$ cat src/rtl/pc_fetch_stage.sv
// IF stage of the 5-stage MIPS pipeline: program counter, instruction-memory addressing,
// range/alignment guard and predecode of rs/rt/rd plus Tuse/Tnew for the IF/ID register.
module pc_fetch_stage #(
  parameter logic [31:0] RESET_PC = 32'h0000_3000,
  parameter int unsigned IM_AW    = 10
) (
  input  logic             clk,
  input  logic             clr_n,
  input  logic             stall,
  input  logic             redirect,
  input  logic [31:0]      redirect_pc,
  output logic [IM_AW-1:0] im_addr,
  input  logic [31:0]      im_rdata,
  output logic [31:0]      pc_IF,
  output logic [31:0]      ins_IF,
  output logic [1:0]       Tuse_IF,
  output logic [1:0]       Tnew_IF,
  output logic [4:0]       rs_IF,
  output logic [4:0]       rt_IF,
  output logic [4:0]       rd_IF,
  output logic             pc_err,
  output logic [31:0]      fetch_cnt
);

  localparam logic [5:0] OP_SPECIAL = 6'h00;
  localparam logic [5:0] OP_J       = 6'h02;
  localparam logic [5:0] OP_JAL     = 6'h03;
  localparam logic [5:0] OP_BEQ     = 6'h04;
  localparam logic [5:0] OP_ORI     = 6'h0d;
  localparam logic [5:0] OP_LUI     = 6'h0f;
  localparam logic [5:0] OP_LW      = 6'h23;
  localparam logic [5:0] OP_SW      = 6'h2b;
  localparam logic [5:0] FN_JR      = 6'h08;
  localparam logic [5:0] FN_ADDU    = 6'h21;
  localparam logic [5:0] FN_SUBU    = 6'h23;

  // True when pc is word aligned and inside RESET_PC .. RESET_PC + 4*2^IM_AW - 1.
  function automatic logic f_in_range(input logic [31:0] pc);
    logic [31:0] off;
    off = pc - RESET_PC;
    return (pc >= RESET_PC) && ((off >> (IM_AW + 2)) == 32'd0) && (pc[1:0] == 2'b00);
  endfunction

  logic [31:0] r_pc;
  logic        r_pc_err;
  logic [31:0] r_fetch_cnt;

  logic [31:0] w_pc_next;
  logic [31:0] w_offset;
  logic        w_in_range;
  logic        w_next_in_range;

  // Flow control: stall holds the PC and beats a same-cycle redirect, which is
  // simply dropped (ID re-asserts it); every unstalled edge issues one word.
  always_comb begin
    w_pc_next = r_pc;
    if (!stall) begin
      w_pc_next = redirect ? redirect_pc : r_pc + 32'd4;
    end
  end

  assign w_offset        = r_pc - RESET_PC;
  assign w_in_range      = f_in_range(r_pc);
  assign w_next_in_range = f_in_range(w_pc_next);

  always_ff @(posedge clk or negedge clr_n) begin
    if (!clr_n) begin
      r_pc        <= RESET_PC;
      r_pc_err    <= 1'b0;
      r_fetch_cnt <= 32'd0;
    end else begin
      r_pc <= w_pc_next;
      // Sticky: set on the edge that lands pc out of range, cleared only by reset.
      if (!w_next_in_range) begin
        r_pc_err <= 1'b1;
      end
      if (!stall) begin
        r_fetch_cnt <= r_fetch_cnt + 32'd1;
      end
    end
  end

  assign pc_IF     = r_pc;
  assign pc_err    = r_pc_err;
  assign fetch_cnt = r_fetch_cnt;
  assign im_addr   = IM_AW'(w_offset >> 2);
  assign ins_IF    = (w_in_range && !r_pc_err) ? im_rdata : 32'd0;
  assign rs_IF     = ins_IF[25:21];
  assign rt_IF     = ins_IF[20:16];

  always_comb begin
    Tuse_IF = 2'd3;
    Tnew_IF = 2'd0;
    rd_IF   = 5'd0;
    case (ins_IF[31:26])
      OP_SPECIAL: begin
        case (ins_IF[5:0])
          FN_ADDU, FN_SUBU: begin
            Tuse_IF = 2'd1;
            Tnew_IF = 2'd1;
            rd_IF   = ins_IF[15:11];
          end
          FN_JR: begin
            Tuse_IF = 2'd0;
          end
          default: begin
          end
        endcase
      end
      OP_ORI: begin
        Tuse_IF = 2'd1;
        Tnew_IF = 2'd1;
        rd_IF   = ins_IF[20:16];
      end
      OP_LUI: begin
        Tnew_IF = 2'd1;
        rd_IF   = ins_IF[20:16];
      end
      OP_LW: begin
        Tuse_IF = 2'd1;
        Tnew_IF = 2'd2;
        rd_IF   = ins_IF[20:16];
      end
      OP_SW: begin
        Tuse_IF = 2'd1;
      end
      OP_BEQ: begin
        Tuse_IF = 2'd0;
      end
      OP_J: begin
      end
      OP_JAL: begin
        rd_IF = 5'd31;
      end
      default: begin
      end
    endcase
  end

endmodule
$ cat config.mk
export PLATFORM = sky130hd
export DESIGN_NAME = pc_fetch_stage
export DESIGN_NICKNAME = d
export VERILOG_FILES = /design/src/rtl/pc_fetch_stage.sv
export SDC_FILE = /design/constraint.sdc
export NUM_CORES = 1
export LEC_CHECK = 0
export ABC_AREA = 1
export CAP_MARGIN = 20
export CORE_UTILIZATION = 51
export CTS_BUF_LIST = sky130_fd_sc_hd__clkbuf_4 sky130_fd_sc_hd__clkbuf_8
export CTS_CLUSTER_DIAMETER = 80
export DETAILED_ROUTE_END_ITERATION = 8
export GPL_TIMING_DRIVEN = 0
export PLACE_DENSITY = 0.9
export SYNTH_ARGS = -nofsm -noshare
export SYNTH_HDL_FRONTEND = slang
export SYNTH_SLANG_ARGS = --single-unit
$ cat constraint.sdc
create_clock -name clk -period 4.6 [get_ports clk]
set_clock_uncertainty 0.05 [all_clocks]
set_input_delay 0.69 -clock clk [delete_from_list [all_inputs] [get_ports clk]]
set_output_delay 0.69 -clock clk [all_outputs]
set_load 0.1 [all_outputs]
# After elaboration in Yosys (flattened, before gate mapping)
# Cells that the tools add are included.
# totals
in_bits	68
output_inout_bits	126
register_bits	65
wordCells	42
# op_classes
n_addsub	4
order_cmp	2
n_eq_ne	9
n_mux	9
n_reduce_logical	15
# ops
op	n
32-bit 2-to-1 mux	3
32-bit by 14-bit greater-or-equal comparator with 1-bit output, second input constant	2
32-bit zero test	2
32-bit by 14-bit subtractor with 32-bit output, second input constant	2
32-bit by 1-bit adder with 32-bit output, second input constant	1
32-bit by 3-bit adder with 32-bit output, second input constant	1
6-bit equality test, second input constant	4
6-bit by 4-bit equality test with 1-bit output, second input constant	3
5-bit case mux with 3 select lines	1
2-bit case mux with 3 select lines	2
6-bit by 2-bit equality test with 1-bit output, second input constant	1
6-bit by 3-bit equality test with 1-bit output, second input constant	1
6-bit zero test	1
3-bit OR reduction	2
1-bit logical AND	5
5-bit 2-to-1 mux	1
2-bit zero test	2
2-bit case mux with 2 select lines	1
2-bit OR reduction	2
1-bit zero test	1
1-bit 2-to-1 mux	1

# Logic depth before layout (Yosys ltp)
# Gate-level depths: netlist of the first run.
# depth
ltp_word	10
mapped_depth	19
ltp_nobuf	18

# Worst setup path after synthesis of the first run
# No wires, ideal clock.
# synth_timing
kind	register to output
from	reg r_pc[21], in the netlist pc_IF[21]
to	out Tuse_IF[1]
slack_ps	-587
required_ps	3860
arrival_ps	4447
path_stages_with_launch	15
n_path_buf	1
cell_sequence	dfrtp_1 > buf_4 > nor2_4 > nand2_2 > nor2_4 > nand3_1 > nand2_1 > nor2_1 > nand3_1 > nor2_4 > nand2_4 > nor2_2 > nand3b_1 > nand2_1 > o21ai_1
# synth_lines
element	line	source
from (decl)	44	logic [31:0] r_pc;
from (signal assigned)	72	r_pc <= w_pc_next;
32-bit by 14-bit subtractor with 32-bit output	40	off = pc - RESET_PC;
32-bit zero test	41	return (pc >= RESET_PC) && ((off >> (IM_AW + 2)) == 32'd0) && (pc[1:0] == 2'b00);
1-bit logical AND * (2 in a row)	41	
1-bit logical AND *	87	assign ins_IF = (w_in_range && !r_pc_err) ? im_rdata : 32'd0;
32-bit 2-to-1 mux *	87	
net ins_IF[28]	15	output logic [31:0] ins_IF,
6-bit equality test or 6-bit by 4-bit equality test with 1-bit output (tied branches)	95	case (ins_IF[31:26])
3-bit OR reduction (no source line)	n/a	
2-bit case mux with 3 select lines *	95	
to (decl)	16	output logic [1:0] Tuse_IF,
# Mark *: on every way through the listed nets, which the timed path passes. The rest lies on a longest branch.

# Final worst setup path of the first run
# layout_timing
from	reg r_pc[14], in the netlist pc_IF[14]
to	out rt_IF[3]
# layout_between
elab_chain_len	6
# layout_lines
element	line	source
32-bit by 14-bit subtractor with 32-bit output	40	
32-bit zero test	41	
1-bit logical AND * (2 in a row)	41	
1-bit logical AND *	87	
32-bit 2-to-1 mux *	87	
to (decl)	19	output logic [4:0] rt_IF,
# Mark *: on every way between the ends. The rest lies on a longest branch, timed or not.

==> impl_metrics.py, run 1 <==
metrics = {
    "run_status": {
        "status": "completed",
    },
    "routing": {
        "firstDrtPassIters": 6,
        "vias": 6159,
        "totalWireLength_um": 18470,
        "drtAntennaViolNets": 0,
        "drt-initial-drc-count": 603,
        "drt-vias-per-instance": 5.328,
        "route.detailed.drc": 0,
        "routedWlPerCell_um": 15.97,
    },
    "synthesis": {
        "synth-seq-cells": 65,
        "synth.distinct_cells": 44,
        "yosysMostFrequentCell": "nand2_1",
        "syn_area_um2": 5400,
        "synthCells": 812,
        "yosysTopAreaCell": "dfrtp_1",
        "synth-edff-count": 0,
        "async_flop_share_pct": 100.0,
        "synth_ff_type": "dfrtp_1",
        "synth_nets": 883,
        "ys_warn_count": 0,
        "yosysSeqAreaShare_pct": 30.17,
        "synth_top_cell_area_share_pct": 29.19,
        "syn_avg_cell_area_um2": 6.650,
        "synth.cells.most_frequent": "209 x nand2_1, 118 x inv_1, 109 x nor2_1, 70 x nand3_1, 63 x dfrtp_1",
        "synthTopCellsByArea": "dfrtp_1 29%, nand2_1 15%, inv_1 8.2%",
    },
    "placed_design": {
        "postPlaceCellArea_um2": 7536,
        "place_congestion": 0.9637,
        "place_ws_ns": 0.4087,
        "hpwlAfterDp_um": 14120,
        "io_buffers": 192,
    },
    "finish": {
        "fillers": 783,
        "seq_area_um2": 1629,
        "area_growth_pct": 44.62,
        "design_area_um2": 7810,
        "finalCoreUtilization_pct": 75.99,
        "num_antenna_cells": 0,
        "final_layout_size_suffix_gt1_share_pct": 13.73,
        "nNetsFinal": 1086,
        "multi_input_area_um2": 3105,
    },
    "clock_network": {
        "cts_hold_buffers": 0,
        "clock_path_buffers": 2,
        "cts_root_buf": "clkbuf_8",
        "clock_latency_ns": 0.36,
        "cts_sinks": 65,
        "tritoncts": "built",
        "h-tree-depth": 3,
        "post-cts-setup-buffers": 0,
        "clkTransAtPathRegs_ns": 0.09,
        "cts-resized-gates": 1,
        "numCtsBuffers": 9,
    },
    "grt": {
        "top_usage_layer": "met2",
        "grt_util_met3_pct": 5.739,
        "gr-usage-met2_pct": 57.47,
        "grt_overflow_total": 0,
        "grt_pass1_wl_um": 29090,
        "use_met1_pct": 40.56,
        "grt_start_max_net_pins": 66,
        "grtUsageTotal_pct": 33.76,
        "antenna_found_initial": 0,
        "grt_pass1_vias": 5944,
    },
    "critical_path": {
        "crit_fanout": 10,
        "start_kind": "flop",
        "reg2reg_from": "pc_IF[2]",
        "cp-startpoint": "pc_IF[14]",
        "crit_type": "flop to primary output",
        "arrival_ns": 3.74,
        "worst_setup_path_end_kind": "primary output",
        "required_ns": 3.86,
    },
    "power": {
        "pwr_density_cell_nw_per_um2": 328.9,
        "peakVddDrop_mv": 0.2661,
        "p_leak_uw": 0.003962,
        "power.total_uw": 2569,
    },
    "die": {
        "die_h_um": 104.9,
        "dieArea_um2": 11000,
        "start_util_pct": 52.54,
        "rows": 37,
        "ios": 194,
        "fp.coreArea_um2": 10280,
        "die_x_um": 104.9,
    },
    "min_path": {
        "hold_path.class": "input pin to asynchronous set/reset pin",
    },
    "sta": {
        "tightest_slew_ns": 1.070,
        "period_needed_ns": 4.482,
        "setup_viol": 0,
        "maxSlewViolCount": 0,
        "post-route-period-util_pct": 97.43,
        "worst_slack_ns": 0.1181,
        "timing.fmax_mhz": 223.1,
        "slew_headroom_pct": 28.93,
        "hold_violations": 0,
    },
    "run": {
        "max_cap_viol_count": 0,
    },
}
-- critical path, stage by stage (launching register included) --
cell and delay (ns):
dfrtp_1 0.54, nor2_4 0.20, nand2_4 0.09, nor2_2 0.17, nand2_1 0.10, nand2_1 0.07
nand3_1 0.07, nor2_1 0.09, nand2_1 0.09, nor2_4 0.13, nand2_4 0.15, buf_6 0.20
nor2_2 0.22, buf_4 0.15, clkdlybuf4s50_1 1.12
-- sequential cells by signal (all words and copies together) (netlist names) --
register / count
fetch_cnt: 32
pc_err: 1
pc_IF: 32
-- cell usage in the layout (no fill, tap or decap), types with 17 or more instances in the layout --
cell type,count
nand2_1,209
clkdlybuf4s50_1,174
inv_1,118
nor2_1,98
nand3_1,70
dfrtp_1,63
nor2_2,27
buf_4,24
xor2_1,22
o21ai_0,19
nand4_1,17
-- area by class of cell --
class / instances / share of cell area, %
Buffer: 35 / 3.060
Sequential cell: 65 / 20.86
Clock buffer: 12 / 2.035
Multi-Input combinational cell: 586 / 39.76
Inverter: 126 / 6.056
Clock inverter: 4 / 0.9773
Timing Repair Buffer: 192 / 25.07
Tap cell: 136 / 2.179
-- layer usage --
metal	up-vias	share of wire [%]
met2	371	48
met4	0	4.5
met3	75	8.6
met1	2778	39
li1	2935	-
met5	-	0
-- kinds of logic (layout without fill, tap and decap cells) --
logic type	Yosys count	after routing	synth area share, %
xor gates and xnor gates	34	34	5.514
and+or+nand+nor	495	495	44.23
adders and majority gates	3	3	0.6952
AOI/OAI and AO/OA	54	54	6.209
DFF	65	65	30.17
buffers and inverters	161	369	13.18
-- per-stage QoR --
step	hold slack [ns]	setup TNS, ns	cells
after floorplan	0.3444	-0.9355	812
after global placement	0.4170	0	1140
after detailed placement	0.4114	0	1140
after CTS	0.4051	0	1156
after global routing	0.4539	-0.002059	1156
final	0.3725	0	1156
-- power by group --
group / switching (µW) / leakage [µW] / internal [µW]
Sequential: 122 / 0.000788 / 639
Combinational: 909 / 0.00306 / 316
Clock: 241 / 0.000116 / 342
Total: 1270 / 0.00396 / 1300
-- path summary, 6_finish.rpt --
path,end,slack (ns),depth (start not counted)
worst max-delay path,rt_IF[3],0.12,14
worst min-delay path,fetch_cnt[21],0.37,1
worst max register to register,pc_err,2.04,14
worst min register to register,fetch_cnt[31],0.43,1
max in group asynchronous,pc_IF[0],3.58,1
min in group clk,fetch_cnt[31],0.43,1
Power figures use the tool's default switching activity.
==> run 2, diff against run 1 <==
Settings changed: CORE_UTILIZATION 51 to 35, PLACE_DENSITY 0.9 to 0.65.
==> run 2 against run 1 <==
Cell area up 0.51%. Combinational power about the same. Critical path depth up 1. Sequential share of layout area down 0.11 points. Hold slack worse by 0.0077 ns. Core utilization down 24 points. Register-to-register slack better by 0.02 ns. Sequential power about the same. Final cell count up 4.4%. First-iteration DRC count down 49%. Count of clock-buffer cells in the layout down 3. Maximum frequency up 3.1%. Critical path type unchanged. Critical endpoint is now Tnew_IF[0]. Largest cell class unchanged. Largest power group unchanged.
==> impl_metrics.py, run 2 (same netlist as run 1, synthesis figures left out) <==
metrics = {
    "run_status": {
        "status": "completed",
    },
    "routing": {
        "drt-initial-drc-count": 306,
        "firstDrtPassIters": 5,
        "totalWireLength_um": 18490,
        "route.detailed.drc": 0,
        "drt-vias-per-instance": 4.817,
        "drtAntennaViolNets": 0,
        "routedWlPerCell_um": 15.31,
        "vias": 5814,
    },
    "sta": {
        "timing.fmax_mhz": 230.0,
        "worst_slack_ns": 0.2513,
        "setup_viol": 0,
        "post-route-period-util_pct": 94.54,
        "tightest_slew_ns": 1.078,
        "hold_violations": 0,
        "slew_headroom_pct": 27.89,
        "period_needed_ns": 4.349,
        "maxSlewViolCount": 0,
    },
    "die": {
        "ios": 194,
        "dieArea_um2": 15930,
        "fp.coreArea_um2": 15150,
        "start_util_pct": 35.65,
        "rows": 45,
        "die_x_um": 126.2,
        "die_h_um": 126.2,
    },
    "clock_network": {
        "tritoncts": "built",
        "cts_sinks": 65,
        "cts-resized-gates": 2,
        "post-cts-setup-buffers": 0,
        "cts_root_buf": "clkbuf_8",
        "cts_hold_buffers": 0,
        "clkTransAtPathRegs_ns": 0.08,
        "clock_latency_ns": 0.36,
        "numCtsBuffers": 9,
        "h-tree-depth": 3,
        "clock_path_buffers": 2,
    },
    "critical_path": {
        "path_cells": "nand2_2, nand2_4, nor2_1, a21oi_1, nor2_1, nand3_1, nor2_4, nand2_4, inv_2, o21ai_2, nand3_2, inv_2, nand2_1, nand2_1, clkdlybuf4s50_1",
        "arrival_ns": 3.61,
        "start_kind": "flop",
        "cpPeakStageDelay_ns": 1.14,
        "crit_fanout": 10,
        "worst_setup_path_end_kind": "primary output",
        "required_ns": 3.86,
        "crit_type": "flop to primary output",
        "slowest_stage": "clkdlybuf4s50_1",
    },
    "grt": {
        "grt_overflow_total": 0,
        "grt_pass1_wl_um": 28830,
        "grtUsageTotal_pct": 23.43,
        "antenna_found_initial": 0,
        "grt_start_max_net_pins": 66,
        "grt_pass1_vias": 5294,
    },
    "finish": {
        "mostFrequentLayoutCell": "nand2_1",
        "finalCoreUtilization_pct": 51.83,
        "final_layout_size_suffix_gt1_share_pct": 13.64,
        "area_growth_pct": 45.37,
        "num_antenna_cells": 0,
        "multi_input_area_um2": 3105,
        "nNetsFinal": 1086,
        "fillers": 1527,
        "layout_common_cells": "209 x nand2_1, 156 x clkdlybuf4s50_1, 118 x inv_1",
        "seq_area_um2": 1629,
    },
    "power": {
        "p_leak_uw": 0.004247,
        "power.total_uw": 2420,
        "peakVddDrop_mv": 0.5173,
        "pwr_density_cell_nw_per_um2": 308.3,
    },
    "run": {
        "max_cap_viol_count": 0,
    },
    "placed_design": {
        "io_buffers": 192,
        "place_ws_ns": 0.3768,
        "hpwlAfterDp_um": 14800,
        "place_congestion": 0.9022,
    },
    "min_path": {
        "hold_path.class": "input pin to asynchronous set/reset pin",
    },
}
-- run 2: worst paths after layout --
check	start	endpoint	slack, ns	cells past startpoint
worst max-delay path	pc_IF[12]	Tnew_IF[0]	0.25	15
worst min-delay path	clr_n	pc_IF[30]	0.36	1
worst max register to register	pc_IF[2]	pc_err	2.06	15
worst min register to register	fetch_cnt[31]	fetch_cnt[31]	0.43	1
max in group asynchronous	clr_n	pc_IF[3]	3.55	1
min in group clk	fetch_cnt[31]	fetch_cnt[31]	0.43	1
-- run 2: worst max-delay path, delay by kind of cell (launching register included) --
kind,cells,cell delay [ns]
AOI/OAI and AO/OA,2,0.29
buffers and inverters,3,1.37
DFF,1,0.62
and+or+nand+nor,10,0.96
-- run 2: power breakdown --
part           internal, µW  switching, µW  total, µW
clock network           194            250        444
registers               639            121        760
logic                   315            901       1220
total                  1150           1270       2420
-- run 2: metrics by stage --
step / TNS [ns] / instance area, µm² / hold slack (ns) / cells
floorplan: -0.9355 / 5446 / 0.3444 / 812
global placement: 0 / 7604 / 0.4150 / 1192
detailed placement: 0 / 7601 / 0.4201 / 1192
CTS: 0 / 7767 / 0.4198 / 1207
global route: -0.0004450 / 7850 / 0.4390 / 1207
finish: 0 / 7850 / 0.3648 / 1207
-- run 2: layer usage --
metal / GRT usage (%) / vias to the layer above / wire [µm]
met4: 5.882 / 0 / 268
met2: 39.23 / 224 / 8740
met1: 31.01 / 2636 / 8245
met5: 0 / - / 0
met3: 4.418 / 17 / 1230
li1: - / 2937 / -
-- run 2: cell type report --
| cell class | count | share of cell area, % |
|---|---|---|
| plain buffers | 35 | 3.044 |
| clock buffers | 9 | 1.578 |
| clock inverters | 6 | 0.5738 |
| inverters | 126 | 6.025 |
| multi-input cells | 586 | 39.56 |
| flip-flops and latches | 65 | 20.75 |
| well taps | 188 | 2.996 |
| repair buffers | 192 | 25.47 |
==> run 3, diff against run 2 <==
Settings changed: CAP_MARGIN 20 to unset, CORE_ASPECT_RATIO set to 1.5.
==> run 3 against run 2 <==
Final cell count grew 0.99%. Combinational power is essentially flat. Sequential power decreased by 0.8%. Clock power rose by 11%. Maximum frequency down 0.65%.
==> impl_metrics.py, run 3 (same netlist as run 1, synthesis figures left out) <==
metrics = {
    "clock_network": {
        "tritoncts": "built",
        "cts_sinks": 65,
        "numCtsBuffers": 9,
        "cts_root_buf": "clkbuf_8",
        "post-cts-setup-buffers": 0,
        "clock_latency_ns": 0.35,
        "h-tree-depth": 3,
        "clkTransAtPathRegs_ns": 0.07,
        "clock_path_buffers": 2,
    },
    "die": {
        "die_x_um": 103.4,
        "die_h_um": 154.1,
        "fp.coreArea_um2": 15070,
        "dieArea_um2": 15940,
        "start_util_pct": 35.83,
        "ios": 194,
        "rows": 55,
    },
    "run_status": {
        "status": "completed",
    },
    "sta": {
        "post-route-period-util_pct": 95.15,
        "tightest_slew_ns": 1.024,
        "timing.fmax_mhz": 228.5,
        "rsz0062_at_grt": "false",
        "period_needed_ns": 4.377,
        "slew_headroom_pct": 31.49,
        "worst_slack_ns": 0.2230,
        "maxSlewViolCount": 0,
        "hold_violations": 0,
        "setup_viol": 0,
    },
    "placed_design": {
        "place_ws_ns": 0.4461,
        "place_congestion": 0.9095,
        "postPlaceCellArea_um2": 7615,
        "hpwlAfterDp_um": 14410,
        "io_buffers": 192,
    },
    "min_path": {
        "hold_path.class": "input pin to asynchronous set/reset pin",
    },
    "power": {
        "peakVddDrop_mv": 0.2775,
        "p_leak_uw": 0.004128,
        "power.total_uw": 2464,
        "pwr_density_cell_nw_per_um2": 312.9,
    },
    "finish": {
        "multi_input_area_um2": 3105,
        "mostFrequentLayoutCell": "nand2_1",
        "num_antenna_cells": 0,
        "layout_common_cells": "209 x nand2_1, 165 x clkdlybuf4s50_1, 118 x inv_1",
        "nNetsFinal": 1086,
        "finalCoreUtilization_pct": 52.25,
        "area_growth_pct": 45.83,
        "final_layout_size_suffix_gt1_share_pct": 13.73,
        "design_area_um2": 7875,
        "fillers": 1525,
        "seq_area_um2": 1629,
    },
    "grt": {
        "grt_pass1_vias": 5827,
        "grtUsageTotal_pct": 23.15,
        "grt_pass1_wl_um": 28260,
        "grt_overflow_total": 0,
        "antenna_found_initial": 0,
        "grt_start_max_net_pins": 66,
    },
    "routing": {
        "vias": 5906,
        "drt-vias-per-instance": 4.845,
        "totalWireLength_um": 18240,
        "drt-initial-drc-count": 311,
        "route.detailed.drc": 0,
        "firstDrtPassIters": 5,
        "routedWlPerCell_um": 14.96,
        "drtAntennaViolNets": 0,
    },
    "critical_path": {
        "reg2reg_from": "pc_IF[2]",
        "start_kind": "flop",
        "crit_type": "flop to primary output",
        "arrival_ns": 3.64,
        "cp-startpoint": "pc_IF[22]",
        "r2r-end": "pc_err",
        "crit_fanout": 10,
        "worst_setup_path_end_kind": "primary output",
        "r2r_slack_ns": 2.03,
        "required_ns": 3.86,
        "critical_path.endpoint": "ins_IF[3]",
        "rr_worst_depth": 19,
    },
    "run": {
        "max_cap_viol_count": 0,
    },
}
==> run 3: cell count changes in the layout (fill, tap and decap cells not counted), sizes merged <==
cell,previous run,this run
clkinv,2,3
bufinv,0,1
clkdlybuf4s50,156,165
clkbuf,14,16
dlymetal6s2s,33,26
clkinvlp,3,1
dlygate4sd2,2,0
inv,127,126
==> run 3: repair_timing <==
| action | CTS | global route |
|---|---|---|
| endpoints found under the hold margin | 0 | 0 |
| endpoints found under the setup margin | 0 | 26 |
| gates resized for setup | 0 | 26 |
| hold buffers | 0 | 0 |
==> run 3: stage by stage <==
step                      hold WS [ns]  cells  setup TNS, ns
after floorplan                 0.3444    812        -0.9355
after global placement          0.4103   1203              0
after detailed placement        0.4157   1203              0
after CTS                       0.4252   1219              0
after global routing            0.4330   1219              0
final                           0.3917   1219              0
==> run 3: report_power, final <==
group          switching, µW  leakage, µW  internal, µW  total, µW
Clock                    230     0.000100           262        492
Combinational            903      0.00324           316       1220
Sequential               115     0.000788           639        754
==> run 3: how the worst min path moves through the flow <==
stage	to	slack, ns
global route	fetch_cnt[31]	0.43
CTS	pc_IF[22]	0.43
detailed placement	fetch_cnt[31]	0.42
global placement	fetch_cnt[31]	0.41
finish	fetch_cnt[28]	0.39
floorplan	fetch_cnt[0]	0.34
==> run 3: metal layers <==
metal	track usage, %	vias to the layer above	part of all wire [%]
met1	23.22	2668	36
li1	-	2935	-
met3	4.727	53	7.8
met5	0	-	0
met4	13.35	0	5.1
met2	42.67	250	51
==> run 3: layout make-up <==
type | count | area share (%)
Buffer | 35 | 3.035
Clock buffer | 11 | 1.764
Clock inverter | 5 | 0.7150
Inverter | 126 | 6.006
Multi-Input combinational cell | 586 | 39.43
Sequential cell | 65 | 20.69
Tap cell | 199 | 3.162
Timing Repair Buffer | 192 | 25.20
==> run 3: worst max-delay path: stages (launching register included) <==
cell	delay (ns)
dfrtp_1	0.50
nor2_1	0.20
nand2_1	0.10
nor2_1	0.16
nand2_1	0.10
nand2_1	0.07
nand3_1	0.07
nor2_1	0.09
nand2_1	0.09
nor2_4	0.13
nand2_4	0.14
buf_6	0.20
buf_2	0.19
nor2_1	0.11
clkdlybuf4s50_1	1.15
